<file path="src/rtl/rr_grant_seq4_if.sv">
// Grant handshake bundle between the four requesters and the rr_grant_seq4 sequencer.
interface rr_grant_seq4_if;
  logic [3:0] req;
  logic       done;
  logic [1:0] gnt_idx;
  logic       gnt_valid;
  logic       timeout_flag;

  modport master (
    output req,
    output done,
    input  gnt_idx,
    input  gnt_valid,
    input  timeout_flag
  );

  modport slave (
    input  req,
    input  done,
    output gnt_idx,
    output gnt_valid,
    output timeout_flag
  );
endinterface

</file>
<file path="src/rtl/rr_grant_seq4.sv">
// Four-requester round-robin grant sequencer producing a held 2-bit grant index.
// Optional grant watchdog is compiled in with `define RR_GRANT_SEQ4_TIMEOUT_EN.
module rr_grant_seq4 #(
  parameter int unsigned TIMEOUT_CYCLES = 16
) (
  input  logic          clk,
  input  logic          rst,
  rr_grant_seq4_if.slave bus
);

  typedef enum logic {
    IDLE  = 1'b0,
    GRANT = 1'b1
  } state_t;

  if (TIMEOUT_CYCLES < 2 || TIMEOUT_CYCLES > 65535) begin : g_bad_timeout
    $error("rr_grant_seq4: TIMEOUT_CYCLES must be in 2..65535");
  end

  // Returns {found, index}: first set bit of r scanning upward from p, wrapping mod 4.
  function automatic logic [2:0] rr_pick(input logic [3:0] r, input logic [1:0] p);
    logic [2:0] res;
    logic [1:0] idx;
    res = 3'b000;
    for (int k = 3; k >= 0; k--) begin
      idx = p + 2'(k);
      if (r[idx]) res = {1'b1, idx};
    end
    return res;
  endfunction

  state_t     state;
  logic [1:0] ptr;
  logic [1:0] rel_ptr_c;
  logic [2:0] idle_pick_c;
  logic [2:0] rel_pick_c;
  logic       expire_c;
  logic       release_c;

`ifdef RR_GRANT_SEQ4_TIMEOUT_EN
  localparam int unsigned CNT_W = $clog2(TIMEOUT_CYCLES);
  logic [CNT_W-1:0] wdog_cnt;

  assign expire_c = (wdog_cnt == CNT_W'(TIMEOUT_CYCLES - 1)) && !bus.done;
`else
  assign expire_c = 1'b0;
  assign bus.timeout_flag = 1'b0;
`endif

  // Arbitration candidates: fresh scan from ptr in IDLE, from the owner's successor on release.
  always_comb begin
    rel_ptr_c   = bus.gnt_idx + 2'd1;
    idle_pick_c = rr_pick(bus.req, ptr);
    rel_pick_c  = rr_pick(bus.req, rel_ptr_c);
    release_c   = (state == GRANT) && (bus.done || expire_c);
  end

  always_ff @(posedge clk or posedge rst) begin
    if (rst) begin
      state         <= IDLE;
      ptr           <= 2'd0;
      bus.gnt_idx   <= 2'd0;
      bus.gnt_valid <= 1'b0;
`ifdef RR_GRANT_SEQ4_TIMEOUT_EN
      wdog_cnt         <= '0;
      bus.timeout_flag <= 1'b0;
`endif
    end else begin
`ifdef RR_GRANT_SEQ4_TIMEOUT_EN
      bus.timeout_flag <= 1'b0;
`endif
      case (state)
        IDLE: begin
          if (idle_pick_c[2]) begin
            bus.gnt_idx   <= idle_pick_c[1:0];
            bus.gnt_valid <= 1'b1;
            state         <= GRANT;
`ifdef RR_GRANT_SEQ4_TIMEOUT_EN
            wdog_cnt      <= '0;
`endif
          end
        end
        GRANT: begin
          if (release_c) begin
            // Back-to-back re-grant when anyone is still requesting; owner ranks last.
            ptr <= rel_ptr_c;
            if (rel_pick_c[2]) begin
              bus.gnt_idx <= rel_pick_c[1:0];
            end else begin
              bus.gnt_valid <= 1'b0;
              state         <= IDLE;
            end
`ifdef RR_GRANT_SEQ4_TIMEOUT_EN
            wdog_cnt         <= '0;
            bus.timeout_flag <= expire_c;
`endif
          end else begin
`ifdef RR_GRANT_SEQ4_TIMEOUT_EN
            wdog_cnt <= wdog_cnt + CNT_W'(1);
`endif
          end
        end
        default: begin
          state         <= IDLE;
          bus.gnt_valid <= 1'b0;
        end
      endcase
    end
  end

endmodule
</file>
<file path="src/flat_wrapper.sv">
// flat-port wrapper written by rule: the top's interface ports become plain ports
module rr_grant_seq4_flat 
#(
  parameter int unsigned TIMEOUT_CYCLES = 16
)
  (clk, rst, bus_req, bus_done, bus_gnt_idx, bus_gnt_valid, bus_timeout_flag);
  rr_grant_seq4_if bus_i ();
  input  logic clk;
  input  logic rst;
  input wire logic [$bits(bus_i.req)-1:0] bus_req;
  input wire logic [$bits(bus_i.done)-1:0] bus_done;
  output wire logic [$bits(bus_i.gnt_idx)-1:0] bus_gnt_idx;
  output wire logic [$bits(bus_i.gnt_valid)-1:0] bus_gnt_valid;
  output wire logic [$bits(bus_i.timeout_flag)-1:0] bus_timeout_flag;
  assign bus_i.req = bus_req;
  assign bus_i.done = bus_done;
  assign bus_gnt_idx = bus_i.gnt_idx;
  assign bus_gnt_valid = bus_i.gnt_valid;
  assign bus_timeout_flag = bus_i.timeout_flag;
  rr_grant_seq4 #(.TIMEOUT_CYCLES(TIMEOUT_CYCLES)) u_core (.clk(clk), .rst(rst), .bus(bus_i));
endmodule
</file>
<file path="config.mk">
export PLATFORM = sky130hd
export DESIGN_NAME = rr_grant_seq4_flat
export DESIGN_NICKNAME = d
export VERILOG_FILES = /design/src/rtl/rr_grant_seq4_if.sv /design/src/rtl/rr_grant_seq4.sv /design/src/flat_wrapper.sv
export SDC_FILE = /design/constraint.sdc
export NUM_CORES = 1
export LEC_CHECK = 0
export CAP_MARGIN = 20
export CORE_MARGIN = 2
export CORE_UTILIZATION = 31
export DETAILED_ROUTE_END_ITERATION = 8
export GPL_TIMING_DRIVEN = 0
export HOLD_SLACK_MARGIN = 0.03
export SETUP_SLACK_MARGIN = 0.5
export SYNTH_ARGS = -nofsm -noshare
export SYNTH_HDL_FRONTEND = slang
export SYNTH_SLANG_ARGS = --single-unit
</file>
<file path="constraint.sdc">
create_clock -name clk -period 1.23 [get_ports clk]
set_input_delay 0.246 -clock clk [delete_from_list [all_inputs] [get_ports clk]]
set_output_delay 0.246 -clock clk [all_outputs]
set_load 0.02 [all_outputs]
</file>
## Word level (Yosys, flattened, before mapping)

Cells that the tools add are included.

| word-level totals | value |
|---|---|
| bits in registers | 6 |
| output and inout bits | 4 |
| logic and storage cells | 64 |

| cells by class | value |
|---|---|
| add/subtract/negate cells | 7 |
| $lt $le $gt $ge | 8 |
| eq/ne operators | 4 |
| muxes and demuxes | 36 |
| bitwise logic cells | 1 |
| reductions and logical operators | 4 |

Operators with widths:

| cell | count |
|---|---|
| 2-bit by 3-bit < comparator with 1-bit output (second input constant) | 8 |
| 3-bit 2-to-1 mux | 8 |
| 1-bit binary-select mux with 2-bit select | 8 |
| 1-bit 2-to-1 mux | 14 |
| 2-bit adder (second input constant) | 4 |
| 2-bit by 1-bit adder with 2-bit output (second input constant) | 3 |
| 2-bit 2-to-1 mux | 3 |
| 2-bit inequality test (second input constant) | 3 |
| 3-bit AND reduction | 2 |
| 1-bit case mux with 2 select lines | 2 |
| 2-bit case mux with 2 select lines | 1 |
| 2-bit by 1-bit inequality test with 1-bit output (second input constant) | 1 |
| 2-bit AND reduction | 1 |
| 1-bit logical AND | 1 |
| 1-bit inverter | 1 |

## Longest topological paths before layout

Gate-level depths: netlist of run 1.

| depth | value |
|---|---|
| depth in word-level cells | 11 |
| mapped depth | 6 |

## Least setup slack after synthesis of run 1

Ideal clock, no wire load.

| timing | value |
|---|---|
| kind | register to register |
| start | register u_core.bus.gnt_idx[0] |
| end | register u_core.bus.gnt_idx[0] |
| arrival | 1.400 ns |
| path slack | -0.296 ns |
| cell stages (with the launch flop) | 7 |
| path buffers | 1 |
| clock period less this slack | 1.526 ns |
| path through | dfrtp_1 buf_2 nor3b_2 o21ai_1 o211ai_2 mux2i_1 a221o_1 |

| on the way | value |
|---|---|
| longest elaborated chain between the ends | 11 |
| elaborated cells on any way between the ends | 21 |
| those cells by class | 4 x add/sub; 1 x eq/ne; 15 x mux; 1 x reduce/logical |

RTL lines:

| what | line | RTL |
|---|---|---|
| from (decl) | rr_grant_seq4_if.sv:20 | `output gnt_idx,` |
| from (signal assigned) | rr_grant_seq4.sv:75 | `bus.gnt_idx <= idle_pick_c[1:0];` |
| from (signal assigned) | rr_grant_seq4.sv:88 | `bus.gnt_idx <= rel_pick_c[1:0];` |
| 2-bit by 1-bit adder with 2-bit output (*) | rr_grant_seq4.sv:52 | `rel_ptr_c = bus.gnt_idx + 2'd1;` |
| 2-bit adder | rr_grant_seq4.sv:26 | `idx = p + 2'(k);` |
| 1-bit binary-select mux with 2-bit select | rr_grant_seq4.sv:27 | `if (r[idx]) res = {1'b1, idx};` |
| 1-bit 2-to-1 mux (implied by the code) | rr_grant_seq4.sv:27 |  |
| 3-bit 2-to-1 mux (3 in series) | rr_grant_seq4.sv:27 |  |
| 3-bit 2-to-1 mux (*) | rr_grant_seq4.sv:27 |  |
| 2-bit 2-to-1 mux | rr_grant_seq4.sv:87 | `if (rel_pick_c[2]) begin` |
| 2-bit 2-to-1 mux | rr_grant_seq4.sv:84 | `if (release_c) begin` |
| 2-bit case mux with 2 select lines | rr_grant_seq4.sv:72 | `case (state)` |

Mark *: on every way between the ends. The rest lies on a longest branch, timed or not. The select of a mux whose other input is x is not followed.
A chain may end at the register's enable or synchronous reset.

## Worst setup path in the final report of run 1

Same ends and word-level chain as after synthesis.

==> results of run 1 <==
final timing paths:
check | startpoint | to | cells after the start
hold reg to reg | u_core.bus.gnt_valid | u_core.bus.gnt_valid | 3
min in group clk | bus_req[2] | u_core.state | 3
setup reg to reg | u_core.bus.gnt_idx[0] | u_core.bus.gnt_idx[0] | 6
setup / recovery | u_core.bus.gnt_idx[0] | u_core.bus.gnt_idx[0] | 6
hold / removal | rst | u_core.state | 2
max in group asynchronous | rst | u_core.ptr[1] | 2
synthesized netlist by cell type:
cell type  n  area share [%]
nor3b_2    1             2.4
and3b_2    1             1.9
nor2b_1    2             2.4
o21ai_0    5             4.8
a211oi_1   1             1.4
nand2_1    6             4.3
or2b_2     1             1.7
nor3b_1    1             1.4
buf_4      1             1.4
o2bb2ai_1  1             1.7
o21ai_1    2             1.9
buf_6      2             4.3
buf_2      2             1.9
o311a_1    1             1.9
o31a_1     1             1.7
o221ai_1   1             1.7
mux2i_1    1             1.9
o211ai_2   1             2.4
nor2_1     3             2.2
xnor2_1    1             1.7
inv_1      5             3.6
nor4_1     1             1.2
nand3_2    1             1.9
dfrtp_1    6              29
clkbuf_1   1            0.72
conb_1     1            0.72
nand3b_1   1             1.4
nor3_1     1            0.96
or4_4      1             2.2
a221o_1    1             1.9
a31oi_1    2             2.4
a21oi_1    9             8.7
area by class of cell:
class / count / area share (%)
plain buffers: 6 / 9.06
clock buffers: 4 / 3.02
inverters: 5 / 2.16
multi-input cells: 48 / 44.7
flip-flops and latches: 6 / 17.7
well taps: 16 / 2.30
repair buffers: 20 / 21.0
state kept, by name, indices dropped and copies added (netlist names):
| register | flops |
|---|---|
| u_core.bus.gnt_valid | 1 |
| u_core.ptr | 2 |
| u_core.bus.gnt_idx | 2 |
| u_core.state | 1 |
worst max-delay path, delay by kind of cell, from the launching register on:
family          cells  cell delay, ns
compound gates      3            0.45
buf+inv             1            0.15
flops               1            0.43
mux                 1            0.10
simple gates        1            0.19
cells by family after synthesis:
logic type                count (synthesis)  synth area share [%]
xor gates and xnor gates                  1                  1.69
and+or+nand+nor                          20                  24.1
other                                     1                 0.722
muxes                                     1                  1.93
DFF                                       6                  28.9
buffers and inverters                    11                  12.0
AOI/OAI and AO/OA                        25                  30.6
stage by stage:
step,hold slack (ns),worst slack (ns),area (sq um)
6_report,0.208,-0.211,870
5_1_grt,0.216,-0.251,870
4_1_cts,0.206,-0.180,807
3_5_place_dp,0.473,-0.733,642
3_3_place_gp,0.471,-0.738,642
2_1_floorplan,0.0368,-0.175,542
layer usage:
| layer | routed length (microns) | part of all wire (%) | vias to the layer above | GRT usage, % |
|---|---|---|---|---|
| met5 | 0 | 0 | - | 0 |
| met4 | 7 | 0.46 | 0 | 3.53 |
| met3 | 45 | 3.0 | 2 | 3.60 |
| met2 | 771 | 51 | 10 | 24.6 |
| met1 | 696 | 46 | 283 | 18.1 |
| li1 | - | - | 279 | - |
what timing repair did:
item                                    4_1_cts  5_1_grt
pin swaps                                     2        3
endpoints found under the setup margin        9        9
gates cloned                                  0        0
hold buffers                                  0        0
buffers inserted                             10        2
gates resized for setup                      45        8
power by group through the flow:
stage / clock network [mW] / logic (mW) / registers (mW)
3_3_place_gp: 0 / 0.531 / 0.367
5_1_grt: 0.230 / 0.849 / 0.381
2_1_floorplan: 0 / 0.349 / 0.388
6_report: 0.203 / 0.795 / 0.375
4_1_cts: 0.205 / 0.639 / 0.366
3_5_place_dp: 0 / 0.532 / 0.371
==> run summary, run 1 <==
Register area share after synthesis = 28.9%
Layout cells sized above 1 = 51.7%
Core area = 0.00154 sq mm
Status = complete, but fails checks
Clock buffer depth = 2
Critical Path AT = 1.57 ns
Fill count = 130
Num rows = 14
DP Wirelength = 825 microns
Flop-to-flop setup slack = -0.21 ns
Clk root buf = clkbuf_4
DIE HEIGHT = 44.9 microns
Clock transition at path regs = 0.05 ns
Hold Fails Final Rpt = 0
All-Layer GR Usage = 14.4%
Drt first pass iters = 4
Critical Path RT = 1.36 ns
Worst setup SP type = flop
Slowest Stage Delay on Critical Path = 0.43 ns
Largest net degree at the start of global routing = 11
Die Footprint = 0.00202 sq mm
Buffers added on ports = 8
Total chip power = 1.37 mW
Failing checks = setup timing
Diode count = 0
Placed insts = 89
Final Skew = 0.00299 ns
H-tree levels = 1
VDD IR max = 0.722 mV
DRT iter0 DRCs = 17
Final clock period utilization by the worst path = 117%
RSZ-0062 raised after global routing = true
Final non-filler cell total = 105
Share of power burned in registers = 27.3%
Net switching power = 0.549 mW
Max Fclk = 694 MHz
Fin. max-slew vios = 0
Internal Power = 0.824 mW
Final ANT Viol Nets = 0
Worst Hold Class = primary input to asynchronous set/reset pin
Synthesis-stage register bit count = 6
Worst setup path class = flop to flop
Static leakage power = 0.371 nW
Worst path cell trace = buf_8 -> nor3_4 -> a21oi_2 -> o211ai_2 -> mux2i_1 -> a221o_1
Clock Power Share = 14.8%
Layout area overhead = 67.5%
YS warnings = 0
Most frequent cells in the layout = buf_4, buf_6, a21oi_1
Setup ws final = -0.211 ns
Initial Util = 33.7%
Die Span X = 44.9 microns
Post-Syn Nets = 72
Final setup fails = 3
Worst Path Max Fanout = 8
Footprint of the multi-input gates = 389 sq um
Vias in the first global route = 509
Fin util = 56.4%
Routability cong. = 0.802
Power density cells = 1580 mW/mm^2
CTS tree = yes
CTS Sinks = 6
Via density = 5.47
Final nets = 97
TritonCTS buffer count = 3
Wirelength per Cell = 14.5 microns
Comb power frac = 57.9%
I/O Pins = 11
Vias = 574
Syn avg cell area = 7.99 sq um
Cell count after synthesis = 65
Post-synth cell types = 32
Sw Share = 40.0%
DRC viols = 0
Total wire length = 1520 microns
Commonest non-fill, non-tap cell in the layout = buf_4
Initial antenna violation count = 0
Fin Setup TNS = -0.245 ns
Slowest CP cell = dfrtp_2
GRT Residual Overflow = 0
Max Cap Viol = 0
CP endpoint kind = flop
Skew-Pair Late Insertion Delay = 0.25 ns
Clock period minus worst slack = 1.44 ns
Syn Std Cell Area = 519 sq um
Reg area = 154 sq um
First-pass GRT wire length = 2150 microns
Power figures use the tool's default switching activity.
==> inputs of run 2 (changes only) <==
Settings changed: CORE_AREA from default to 2 2 39 41, CORE_MARGIN 2 to default, CORE_UTILIZATION 31 to default, DIE_AREA from default to 0 0 41 43, PLACE_DENSITY from default to 0.66.
==> run 2 against run 1 <==
Against the previous run: the flow still finishes with violations (setup timing); cell count up 3.8%; combinational power fell by 15%; highest routed layer unchanged; die area down 13%; worst hold slack better by 0.019 ns; largest power group unchanged; count of clock-buffer cells in the layout stayed put; clock power about the same; non-clock buffer count grew 4.
==> run summary, run 2 (synthesis gave the netlist of run 1 again) <==
Num rows = 14
Layout cells sized above 1 = 49.5%
Die Span X = 41 microns
Diode count = 0
DP Wirelength = 863 microns
Total chip power = 1.25 mW
All-Layer GR Usage = 19.1%
Power density cells = 1400 mW/mm^2
Worst Hold Class = primary input to asynchronous set/reset pin
I/O Pins = 11
Most frequent cells in the layout = buf_4, buf_6, a21oi_1
Max Cap Viol = 0
Fin. max-slew vios = 0
Largest net degree at the start of global routing = 11
DRT iter0 DRCs = 13
Critical Path RT = 1.36 ns
Drt first pass iters = 4
Initial antenna violation count = 0
CTS Sinks = 6
Slowest Stage Delay on Critical Path = 0.42 ns
Clock transition at path regs = 0.06 ns
Clock buffer depth = 2
Slowest CP cell = dfrtp_2
Initial Util = 37.5%
Final ANT Viol Nets = 0
Fin util = 64.3%
Final clock period utilization by the worst path = 114%
CTS Hold Buffers Added = 0
Worst Path Max Fanout = 10
CP endpoint kind = flop
Buffers added on ports = 8
Hold Fails Final Rpt = 0
Vias = 581
Largest regs = u_core.bus.gnt_idx (2), u_core.ptr (2)
Total wire length = 1560 microns
Clk root buf = clkbuf_4
DIE HEIGHT = 43 microns
First-pass GRT wire length = 2360 microns
Routability cong. = 0.737
VDD IR max = 0.774 mV
Worst path cell trace = buf_6 -> nor3b_4 -> o21ai_2 -> o211ai_2 -> mux2i_1 -> a221o_1
Wirelength per Cell = 14.3 microns
RSZ-0062 raised after global routing = true
H-tree levels = 1
CTS tree = yes
Max Fclk = 715 MHz
DRC viols = 0
Worst setup path class = flop to flop
Final Skew = 0.00581 ns
Die Footprint = 0.00176 sq mm
Critical Path AT = 1.53 ns
Core area = 0.00138 sq mm
Layout area overhead = 71.3%
Vias in the first global route = 556
GRT Residual Overflow = 0
TritonCTS buffer count = 3
Worst setup SP type = flop
Via density = 5.33
Failing checks = setup timing
Static leakage power = 0.390 nW
Clock period minus worst slack = 1.40 ns
Final nets = 101
Final setup fails = 3
Setup ws final = -0.169 ns
Status = complete, but fails checks
Skew-Pair Late Insertion Delay = 0.24 ns
Commonest non-fill, non-tap cell in the layout = buf_4
run 2: worst paths after layout:
kind / slack (ns) / from / endpoint / cells past startpoint
hold / removal: 0.23 / rst / u_core.ptr[1] / 2
setup reg to reg: -0.17 / u_core.bus.gnt_idx[0] / u_core.bus.gnt_idx[0] / 6
min in group clk: 0.25 / bus_req[2] / u_core.state / 3
setup / recovery: -0.17 / u_core.bus.gnt_idx[0] / u_core.bus.gnt_idx[0] / 6
hold reg to reg: 0.63 / u_core.ptr[0] / u_core.ptr[0] / 2
max in group asynchronous: 0.78 / rst / u_core.bus.gnt_idx[0] / 2
run 2: critical path, delay by kind of cell (launching register included):
kind                   cells  cell delay [ns]
DFF                        1             0.42
and+or+nand+nor            1             0.18
AOI/OAI and AO/OA          3             0.43
buffers and inverters      1             0.15
muxes                      1             0.10
run 2: layer usage:
layer	wire [microns]	GRT usage (%)
met1	721	24.5
met2	796	30.6
met3	22	2.62
met4	14	7.33
met5	0	0
run 2: cell type report:
cell class | count | area [sq um]
repair buffers | 24 | 235
plain buffers | 6 | 76.3
flip-flops and latches | 6 | 153
inverters | 5 | 18.8
multi-input cells | 48 | 360
well taps | 16 | 20.0
clock buffers | 4 | 26.3
fillers | 118 | 494
run 2: stage by stage:
step	setup TNS (ns)	hold slack [ns]	cells	setup slack, ns	area, sq um
after detailed placement	-1.94	0.482	89	-0.739	642
after CTS	-0.187	0.224	105	-0.171	815
after global routing	-0.463	0.239	109	-0.249	890
after floorplan	-0.175	0.0368	65	-0.175	542
final	-0.226	0.227	109	-0.169	890
after global placement	-1.91	0.471	89	-0.736	642
run 2: where the power goes:
group / internal, mW / switching [mW] / leakage, nW
Combinational: 0.355 / 0.321 / 0.310
Sequential: 0.268 / 0.0971 / 0.0653
Clock: 0.124 / 0.0815 / 0.0150
Total: 0.747 / 0.500 / 0.390
run 2: timing repair:
action	4_1_cts	5_1_grt
pin swaps	2	7
setup buffers	12	4
gates cloned	0	0
setup endpoints to repair	9	9
resized for setup	39	14
